## config.mk

```make
export PLATFORM = sky130hd
export DESIGN_NAME = wor_rr_arbiter
export DESIGN_NICKNAME = d
export VERILOG_FILES = /design/src/rtl/wor_arb_pkg.sv /design/src/rtl/wor_rr_arbiter_rr_pick.sv /design/src/rtl/wor_rr_arbiter.sv
export SDC_FILE = /design/constraint.sdc
export NUM_CORES = 1
export LEC_CHECK = 0
export CAP_MARGIN = 20
export CORE_MARGIN = 2
export CORE_UTILIZATION = 42
export DETAILED_ROUTE_END_ITERATION = 8
export PLACE_DENSITY = 0.73
export SETUP_SLACK_MARGIN = 0.05
export SKIP_LAST_GASP = 1
export SYNTH_ARGS = -nofsm -noshare
export SYNTH_HDL_FRONTEND = slang
export SYNTH_SLANG_ARGS = --single-unit
```

## constraint.sdc

```tcl
create_clock -name clk -period 6.7 [get_ports clk]
set_input_delay 1.34 -clock clk [delete_from_list [all_inputs] [get_ports clk]]
set_output_delay 1.34 -clock clk [all_outputs]
set_load 0.02 [all_outputs]
```

## src/rtl/wor_arb_pkg.sv

```systemverilog
// Shared constants for the wired-OR round-robin arbiter: state encoding,
// default parameter values and the width helper.
package wor_arb_pkg;

    localparam logic [0:0] ST_IDLE = 1'b0;
    localparam logic [0:0] ST_BUSY = 1'b1;

    localparam int DEF_N         = 4;
    localparam int DEF_W         = 4;
    localparam int DEF_MAX_BURST = 8;

    // Never returns less than 1 so single-value counters still get a real bit.
    function automatic int clog2(input int value);
        int r;
        r = 1;
        while ((1 << r) < value) r++;
        return r;
    endfunction

endpackage

```

## src/rtl/wor_rr_arbiter_rr_pick.sv

```systemverilog
// Rotate-priority picker: first requester found searching upward from
// last_winner+1 with wrap-around.
module rr_pick
    import wor_arb_pkg::*;
#(
    parameter int N  = DEF_N,
    parameter int LW = clog2(N)
) (
    input  logic [N-1:0]  req,
    input  logic [LW-1:0] last_winner,
    output logic [N-1:0]  pick,
    output logic [LW-1:0] pick_idx,
    output logic          pick_valid
);

    always_comb begin
        int slot;
        // NOTE: every output gets a default first so no path through the loop infers a latch.
        pick       = '0;
        pick_idx   = '0;
        pick_valid = 1'b0;
        for (int k = 1; k <= N; k++) begin
            slot = int'(last_winner) + k;
            if (slot >= N) slot = slot - N;
            if (!pick_valid && req[slot[LW-1:0]]) begin
                pick_valid            = 1'b1;
                pick_idx              = slot[LW-1:0];
                pick[slot[LW-1:0]]    = 1'b1;
            end
        end
    end

endmodule

```

## src/rtl/wor_rr_arbiter.sv

```systemverilog
// Round-robin burst arbiter resolving a wired-OR bus into a registered
// valid/ready stage. Define WOR_ARB_PARITY_EN to add the registered out_par output.
module wor_rr_arbiter
    import wor_arb_pkg::*;
#(
    parameter int N         = DEF_N,
    parameter int W         = DEF_W,
    parameter int MAX_BURST = DEF_MAX_BURST
) (
    input  logic           clk,
    input  logic           rst,
    input  logic [N-1:0]   req,
    input  logic [N*W-1:0] data,
    input  logic [N-1:0]   last,
    output logic [N-1:0]   gnt,
    output logic [N-1:0]   in_ready,
    output logic [W-1:0]   out_data,
    output logic           out_valid,
    input  logic           out_ready
`ifdef WOR_ARB_PARITY_EN
    ,
    output logic           out_par
`endif
);

    localparam int LW = clog2(N);
    localparam int CW = clog2(MAX_BURST);
    localparam logic [CW-1:0] CNT_LAST = CW'(MAX_BURST - 1);
    localparam logic [LW-1:0] LW_RESET = LW'(N - 1);

    logic [0:0]    state_q, state_d;
    logic [N-1:0]  gnt_q, gnt_d;
    logic [LW-1:0] gnt_idx_q, gnt_idx_d;
    logic [LW-1:0] last_winner_q, last_winner_d;
    logic [CW-1:0] beat_cnt_q, beat_cnt_d;
    logic [W-1:0]  out_data_q, out_data_d;
    logic          out_valid_q, out_valid_d;
    logic          par_q, par_d;

    logic [N-1:0]  pick;
    logic [LW-1:0] pick_idx;
    logic          pick_valid;
    logic [W-1:0]  bus;
    logic          busy, stage_free, beat, release_now;

    rr_pick #(.N(N), .LW(LW)) u_pick (
        .req        (req),
        .last_winner(last_winner_q),
        .pick       (pick),
        .pick_idx   (pick_idx),
        .pick_valid (pick_valid)
    );

    // Plain OR of grant-masked words; an empty grant resolves to zero.
    always_comb begin
        bus = '0;
        for (int i = 0; i < N; i++) begin
            bus = bus | (data[i*W +: W] & {W{gnt_q[i]}});
        end
    end

    assign busy        = (state_q == ST_BUSY);
    assign stage_free  = ~out_valid_q | out_ready;
    assign beat        = busy & (|(req & gnt_q)) & stage_free;
    assign release_now = beat & ((|(last & gnt_q)) | (beat_cnt_q == CNT_LAST));

    always_comb begin
        state_d       = state_q;
        gnt_d         = gnt_q;
        gnt_idx_d     = gnt_idx_q;
        last_winner_d = last_winner_q;
        beat_cnt_d    = beat_cnt_q;
        out_data_d    = out_data_q;
        out_valid_d   = out_valid_q;
        par_d         = par_q;

        if (state_q == ST_IDLE) begin
            if (pick_valid) begin
                gnt_d     = pick;
                gnt_idx_d = pick_idx;
                state_d   = ST_BUSY;
            end
        end else if (release_now) begin
            gnt_d         = '0;
            last_winner_d = gnt_idx_q;
            beat_cnt_d    = '0;
            state_d       = ST_IDLE;
        end else if (beat) begin
            beat_cnt_d = beat_cnt_q + 1'b1;
        end

        if (beat) begin
            out_data_d  = bus;
            out_valid_d = 1'b1;
            par_d       = ^bus;
        end else if (out_valid_q && out_ready) begin
            out_valid_d = 1'b0;
        end
    end

    // NOTE: state registers use non-blocking assignments so every flop samples pre-edge values.
    always_ff @(posedge clk or posedge rst) begin
        if (rst) begin
            state_q       <= ST_IDLE;
            gnt_q         <= '0;
            gnt_idx_q     <= '0;
            last_winner_q <= LW_RESET;
            beat_cnt_q    <= '0;
            out_data_q    <= '0;
            out_valid_q   <= 1'b0;
            par_q         <= 1'b0;
        end else begin
            state_q       <= state_d;
            gnt_q         <= gnt_d;
            gnt_idx_q     <= gnt_idx_d;
            last_winner_q <= last_winner_d;
            beat_cnt_q    <= beat_cnt_d;
            out_data_q    <= out_data_d;
            out_valid_q   <= out_valid_d;
            par_q         <= par_d;
        end
    end

    assign gnt       = gnt_q;
    assign in_ready  = busy ? (gnt_q & {N{stage_free}}) : '0;
    assign out_data  = out_data_q;
    assign out_valid = out_valid_q;

`ifdef WOR_ARB_PARITY_EN
    assign out_par = par_q;
`else
    logic unused_par;
    assign unused_par = par_q;
`endif

endmodule
```

==> reports/results.txt, run 1 <==
crit path max fanout: 6
synthesized instance count: 147
Area Overhead vs Synth: 27.4%
hold-fix buffers at CTS: 0
vias per inst: 5.70
Synth top cells by count: nand2_1, dfrtp_1, a21oi_1
most frequent cell after synthesis: nand2_1
final hold slack: 0.492 ns
worst slew pin tran: 0.659 ns
Synth area leaders: dfrtp_1, ha_1, nand2_1
1st-pass router iterations: 4
critical path cell sequence: clkdlybuf4s50_1 > nand2b_1 > and3_1 > clkdlybuf4s50_1
Starting Density: 44.6%
DRC violations left: 0
Final Cycle Share: 61.6%
post-route minimum period: 4.13 ns
Reg clk slew, reported paths: 0.11 ns
Crit. End Element: output port
Area after DPL: 1740 um^2
sequential share of the synthesized area: 30.9%
final WL: 3420 um
CTS Buf Count: 3
final setup vio count: 0
Critical Path Max Stage Delay: 0.60 ns
post_cts resized: 0
Peak VDD IR: 0.181 mV
Max H-tree Level: 1
Post-CTS Setup Bufs: 0
critical path startpoint category: input pin
Fin Clk Skew: 0.00512 ns
core area: 3100 um^2
Slew Viols, Final: 0
synthesized flop and latch total: 17
initial antenna violation count: 0
Critical Path Most Common Cell: clkdlybuf4s50_1
first-pass GRT wire length: 5420 um
number of synthesized flops with an enable pin: 0
PwrDens: 439 nW/um^2
CP bufs+invs: 2
Die W: 61.4 um
CTS root buf: clkbuf_4
final hold violations: 0
FFs w/ async S/R, synth: 100%
total grt overflow: 0
Crit Path Category: in2out
routability cong.: 0.776
fin cells: 219
CP required: 5.36 ns
synthesized area: 1390 um^2
largest area contributor in the netlist: dfrtp_1
final worst slack: 2.57 ns
Place WS: 2.58 ns
net count after synthesis: 184
count of different cell masters after synthesis: 44
arrival time at the worst endpoint: 2.79 ns
vias: 1,248
Power, Total: 0.775 mW
Yosys warnings: 0
Syn Area/Cell: 9.42 um^2
clock latency on the worst-skew pair: 0.31 ns
Final ANT Viol Nets: 0
Port Buffers: 39
Achievable Freq: 242 MHz
CP top delay family: buffers and inverters
CTS Sinks: 17
hpwl dp: 2480 um
post-route cell area: 1760 um^2
CTS tree: built
vias in the first global route: 1,170
max-cap violation count: 0
RSZ-0062 raised after global routing: no
pin count of the biggest net entering global routing: 20
Worst path slowest cell: clkdlybuf4s50_1
Main synth FF type: dfrtp_1
die height: 61.4 um
Layout Utilization: 56.9%
IO Pins: 40
antenna diode count: 0
routed len/inst: 15.6 um
DRT iter0 DRCs: 67
Bufs on Longest Clock Path: 2
status: completed
fraction of layout cells with a size suffix above 1: 12.0%
Yosys top cell area share: 27.1%
Worst slew margin: 56.0%
Leak: 0.739 nW
Final nets: 213
Tot GR Track Use: 19.3%
die area: 3770 um^2
Rows: 20
placed cells: 215
setup TNS: 0 ns
HP Class: reg2reg
[per-layer routing]
metal / global-route usage (%) / vias up / part of all wire [%] / wire, um
met5: 0 / - / 0 / 0
met4: 5.47 / 0 / 1.4 / 47
met3: 3.99 / 7 / 8.8 / 299
met2: 33.3 / 50 / 48 / 1640
met1: 24.5 / 592 / 42 / 1430
li1: - / 599 / - / -
[cells by family (layout without fill, tap and decap cells)]
family / after synthesis / after routing / share of synthesized area [%]
DFF: 17 / 17 / 30.9
buffers and inverters: 20 / 48 / 8.13
AOI/OAI and AO/OA: 50 / 50 / 29.4
adders and majority gates: 10 / 10 / 9.03
and+or+nand+nor: 42 / 42 / 16.3
muxes: 8 / 8 / 6.32
[where the power goes]
part           switching [mW]  total [mW]  internal, mW
Sequential             0.0779       0.235         0.157
Clock                  0.0373      0.0596        0.0223
Combinational           0.255       0.480         0.226
Total                   0.370       0.775         0.405
[flip-flops by register name (all words and copies together) (netlist names)]
name	cells
last_winner_q	2
gnt	4
out_valid	1
out_data	4
beat_cnt_q	3
busy	1
gnt_idx_q	2
[placed cells by master (no fill, tap or decap), types with 2 or more instances in the layout]
master,count
nor2_1,5
clkbuf_4,3
a31oi_1,2
a21oi_1,11
a41oi_2,4
mux2_2,3
o21ai_1,2
inv_1,4
and3b_1,2
ha_1,10
a221oi_1,4
dfrtp_1,15
clkdlybuf4s50_1,39
and3_1,4
mux2i_1,4
nand2b_1,2
nand3b_1,4
dfstp_2,2
nand2_1,19
a211oi_1,2
o21ai_0,6
a22o_1,8
[worst register-to-register path, stage by stage (launching register included)]
cell and delay (ns):
dfstp_2 0.78, inv_1 0.21, ha_1 0.51, nor2_1 0.11
o21bai_1 0.19, o21ai_1 0.39, nand3b_1 0.19, a41oi_2 0.13
[path summary, 6_finish.rpt]
check | start | to | slack [ns] | cells after the start
worst min register to register | out_data[3] | out_data[3] | 0.49 | 2
max in group asynchronous | rst | out_valid | 4.87 | 2
min in group asynchronous | rst | beat_cnt_q[0] | 1.41 | 2
worst max-delay path | out_ready | in_ready[3] | 2.57 | 4
worst max register to register | last_winner_q[0] | gnt[1] | 4.08 | 7
worst min-delay path | out_data[3] | out_data[3] | 0.49 | 2
[cell type report]
type                    count  area, um^2
inverters                   5        18.8
flip-flops and latches     17         428
clock buffers               3        22.5
repair buffers             39         390
clock inverters             1        5.00
multi-input cells         110         845
well taps                  44        55.1
fillers                   305        1340
No activity file was read; power rests on OpenSTA's default activity.
==> run 2: changes to the inputs <==
--- a/config.mk
+++ b/config.mk
@@ -9,7 +9,7 @@
 export CORE_MARGIN = 2
 export CORE_UTILIZATION = 42
 export DETAILED_ROUTE_END_ITERATION = 8
-export PLACE_DENSITY = 0.73
+export PLACE_DENSITY = 0.76
 export SETUP_SLACK_MARGIN = 0.05
 export SKIP_LAST_GASP = 1
 export SYNTH_ARGS = -nofsm -noshare
==> constraint.sdc (replaced) <==
create_clock -name clk -period 3.4 [get_ports clk]
set_input_delay 0.68 -clock clk [delete_from_list [all_inputs] [get_ports clk]]
set_output_delay 0.68 -clock clk [all_outputs]
set_load 0.02 [all_outputs]
==> run 2 against run 1 <==
Against the previous run: count of clock-buffer cells in the layout did not move; critical path type unchanged; via count fell by 0.16%; power rose by 99%; worst hold slack improved by 0.0060 ns; sequential power rose by 100%; clock skew fell by 0.0019 ns; first-iteration DRC count fell by 15%; combinational power rose by 99%; non-clock buffer count rose by 1; cell count rose by 0.46%.
==> reports/results.txt, run 2 (synthesis gave the netlist of run 1 again) <==
1st-pass router iterations: 4
Flop pwr share: 30.8%
Place WS: 0.584 ns
Worst Hold End: out_data[3]
Worst slew margin: 58.1%
critical path startpoint category: input pin
final worst slack: 0.577 ns
Int Pwr: 0.807 mW
final hold slack: 0.498 ns
vias per inst: 5.66
DRT iter0 DRCs: 57
die height: 61.4 um
commonest cells after routing, fill and taps aside: clkdlybuf4s50_1, nand2_1, dfrtp_1, a21oi_1, ha_1
Die W: 61.4 um
Leak: 0.744 nW
RSZ-0062 raised after global routing: no
Area Overhead vs Synth: 27.9%
Power, Total: 1.54 mW
post-route minimum period: 2.82 ns
final WL: 3410 um
setup TNS: 0 ns
Final ANT Viol Nets: 0
routed len/inst: 15.5 um
CTS Sinks: 17
Crit Path Category: in2out
arrival time at the worst endpoint: 2.14 ns
Reg clk slew, reported paths: 0.10 ns
Worst R2R Path Depth: 7
hold_sp: out_data[3]
Port Buffers: 39
Fin Clk Skew: 0.00320 ns
clock latency on the worst-skew pair: 0.30 ns
fill count: 303
final setup vio count: 0
Peak VDD IR: 0.354 mV
DRC violations left: 0
hold-fix buffers at CTS: 0
Max H-tree Level: 1
Bufs on Longest Clock Path: 2
CTS tree: built
core area: 3100 um^2
HP Class: reg2reg
pin count of the biggest net entering global routing: 20
Final nets: 214
first-pass GRT wire length: 5480 um
Slew Viols, Final: 0
Reg-to-Reg Start: last_winner_q[0]
status: completed
worst r2r dst: gnt[1]
CP required: 2.72 ns
Hold Crit Depth: 2
CTS root buf: clkbuf_4
P_sw: 0.734 mW
IO Pins: 40
sw frac: 47.6%
initial antenna violation count: 0
Achievable Freq: 354 MHz
total grt overflow: 0
commonest non-fill, non-tap cell in the layout: clkdlybuf4s50_1
Rows: 20
Clk pwr share: 7.3%
crit path max fanout: 6
vias in the first global route: 1,214
worst slew pin tran: 0.627 ns
Final Cycle Share: 83.0%
antenna diode count: 0
PwrDens: 870 nW/um^2
die area: 3770 um^2
post_cts resized: 0
Layout Utilization: 57.1%
r2r setup slk: 0.79 ns
Post-CTS Setup Bufs: 0
max-cap violation count: 0
area of the multi-input gates: 845 um^2
FF+latch area: 428 um^2
Crit. End Element: output port
Comb pwr share: 61.9%
vias: 1,246
Tot GR Track Use: 19.6%
fraction of layout cells with a size suffix above 1: 12.5%
hpwl dp: 2550 um
final hold violations: 0
Starting Density: 44.6%
CTS Buf Count: 3
routability cong.: 0.806
## run 2: cell count changes in the layout (fill, tap and decap cells not counted), sizes merged
cell / before / now
buf: 0 / 1
## run 2: layout make-up
type | instances | area share [%]
Multi-Input combinational cell | 110 | 47.7
Sequential cell | 17 | 24.2
Timing Repair Buffer | 40 | 22.5
Tap cell | 44 | 3.11
Clock buffer | 3 | 1.27
Inverter | 5 | 1.06
Clock inverter | 1 | 0.282
## run 2: per-layer routing
metal  up-vias  wire, um  GRT usage [%]
li1        604         -              -
met2        45      1630           35.1
met4         0        29           5.47
met3         4       285           3.36
met5         -         0              0
met1       593      1460           24.2
## run 2: worst max path at each step
stage | startpoint | endpoint | slack (ns) | depth (start not counted)
floorplan | last_winner_q[0] | gnt[0] | 1.17 | 10
global placement | out_ready | in_ready[3] | 0.64 | 4
detailed placement | out_ready | in_ready[0] | 0.58 | 4
CTS | out_ready | in_ready[0] | 0.58 | 4
global route | out_ready | in_ready[0] | 0.50 | 4
finish | out_ready | in_ready[0] | 0.58 | 4
## run 2: power by group through the flow
stage | sequential (mW) | clock, mW | combinational, mW
after detailed placement | 0.477 | 0 | 0.953
final | 0.475 | 0.113 | 0.953
after floorplan | 0.437 | 0 | 0.709
after CTS | 0.472 | 0.114 | 0.958
after global placement | 0.465 | 0 | 0.929
after global routing | 0.495 | 0.124 | 1.05
## run 2: per-stage QoR
stage	cells	cell area (um^2)
global placement	216	1740
detailed placement	216	1740
floorplan	147	1390
CTS	220	1770
finish	220	1770
global route	220	1770
## run 2: critical path, stage by stage
cell and delay (ns):
clkdlybuf4s50_1 0.45, nand2b_1 0.22, and3_1 0.19, clkdlybuf4s50_1 0.60
==> run 3: changes to the inputs <==
==> constraint.sdc (replaced) <==
create_clock -name clk -period 2.3 [get_ports clk]
set_input_delay 0.46 -clock clk [delete_from_list [all_inputs] [get_ports clk]]
set_output_delay 0.46 -clock clk [all_outputs]
set_load 0.02 [all_outputs]
==> run 3 against run 2 <==
Against the previous run: flip-flop and latch count did not move; clock skew increased by 0.0037 ns; die area stayed put; worst setup slack got worse by 0.41 ns.
==> reports/results.txt, run 3 (synthesis gave the netlist of run 1 again) <==
Peak VDD IR: 0.614 mV
DRC violations left: 0
pin count of the biggest net entering global routing: 19
Place WS: -0.00863 ns
commonest cells after routing, fill and taps aside: clkdlybuf4s50_1, nand2_1, dfrtp_1, a21oi_1, ha_1
Worst slew margin: 57.4%
CTS tree: built
CTS root buf: clkbuf_4
Final Cycle Share: 92.6%
Tot GR Track Use: 20.7%
Post-CTS Setup Bufs: 0
commonest non-fill, non-tap cell in the layout: clkdlybuf4s50_1
RSZ-0062 raised after global routing: no
PwrDens: 1270 nW/um^2
Max H-tree Level: 1
CP required: 2.51 ns
first-pass GRT wire length: 5650 um
Starting Density: 44.6%
critical path cell sequence: inv_1 > ha_1 > and4b_1 > a31oi_1 > a21oi_2 > a211oi_1 > o21ai_1
HP Class: reg2reg
Area Overhead vs Synth: 32.2%
Bufs on Longest Clock Path: 2
final hold violations: 0
Fin Clk Skew: 0.00693 ns
CTS Sinks: 17
total grt overflow: 0
Leak: 0.798 nW
core area: 3100 um^2
IO Pins: 40
DRT iter0 DRCs: 43
fraction of layout cells with a size suffix above 1: 16.8%
Rows: 20
CP bufs+invs: 1
worst slew pin tran: 0.638 ns
die area: 3770 um^2
antenna diode count: 0
final worst slack: 0.171 ns
hold-fix buffers at CTS: 0
post-route minimum period: 2.13 ns
Final ANT Viol Nets: 0
final WL: 3650 um
Die W: 61.4 um
1st-pass router iterations: 4
Crit. End Element: flop
crit path max fanout: 9
status: completed
Worst path slowest cell: dfstp_2
vias: 1,287
initial antenna violation count: 0
hpwl dp: 2690 um
die height: 61.4 um
final setup vio count: 0
Crit Path Category: reg2reg
Reg clk slew, reported paths: 0.12 ns
fill count: 284
Final nets: 222
routed len/inst: 16.0 um
vias in the first global route: 1,242
CP top delay family: compound AO/OA/AOI/OAI gates
routability cong.: 0.844
Power, Total: 2.32 mW
Slew Viols, Final: 0
Port Buffers: 39
max-cap violation count: 0
arrival time at the worst endpoint: 2.34 ns
CTS Buf Count: 3
Achievable Freq: 470 MHz
clock latency on the worst-skew pair: 0.31 ns
Layout Utilization: 59.0%
critical path startpoint category: flop
vias per inst: 5.64
Critical Path Max Stage Delay: 0.54 ns
run 3: changes by cell type in the layout (fill, tap and decap cells not counted):
cell,previous run,this run
buf_4,1,9
clkdlybuf4s50_1,39,35
dlygate4sd2_1,0,4
o21ai_1,2,1
o21ai_2,1,2
run 3: metrics by stage:
stage	TNS (ns)	hold slack [ns]	cells	area, um^2
after CTS	0	0.496	228	1830
after global placement	0	0.467	224	1800
after detailed placement	-0.0188	0.470	224	1800
final	0	0.496	228	1830
after floorplan	0	0.385	147	1390
after global routing	0	0.523	228	1830
run 3: power by group:
part / internal (mW) / total (mW) / switching [mW]
Clock: 0.0651 / 0.178 / 0.113
Combinational: 0.692 / 1.52 / 0.826
Sequential: 0.456 / 0.629 / 0.173
run 3: layout make-up:
class                      instances  area [um^2]  area share [%]
multi-input combinational        110          848            46.3
inverter                           5         18.8            1.03
clock inverter                     1         5.00           0.273
tap                               44         55.1            3.01
timing repair buffer              48          453            24.7
sequential                        17          428            23.4
clock buffer                       3         22.5            1.23
run 3: repair_timing:
item / 4_1_cts / 5_1_grt
pin swaps: 0 / 0
setup endpoints to repair: 4 / 4
cloned: 0 / 0
gates resized for setup: 4 / 1
run 3: worst paths after layout:
path,start,endpoint,cells after the start,slack (ns)
setup / recovery,last_winner_q[0],gnt_idx_q[1],7,0.17
hold / removal,out_data[2],out_data[2],2,0.50
setup reg to reg,last_winner_q[0],gnt_idx_q[1],7,0.17
hold reg to reg,out_data[2],out_data[2],2,0.50
max in group asynchronous,rst,gnt[1],2,1.37
min in group asynchronous,rst,gnt_idx_q[0],2,0.51
run 3: metal layers:
| metal | GRT usage [%] | vias up | routed length [um] |
|---|---|---|---|
| li1 | - | 623 | - |
| met3 | 2.73 | 5 | 295 |
| met4 | 7.90 | 0 | 52 |
| met1 | 24.9 | 594 | 1530 |
| met5 | 0 | - | 0 |
| met2 | 37.2 | 65 | 1770 |
run 3: worst reg2reg max path: stages (launching register included):
cell and delay, ns:
dfstp_2 0.54, inv_1 0.11, ha_1 0.45, and4b_1 0.26, a31oi_1 0.17, a21oi_2 0.13, a211oi_1 0.26, o21ai_1 0.11
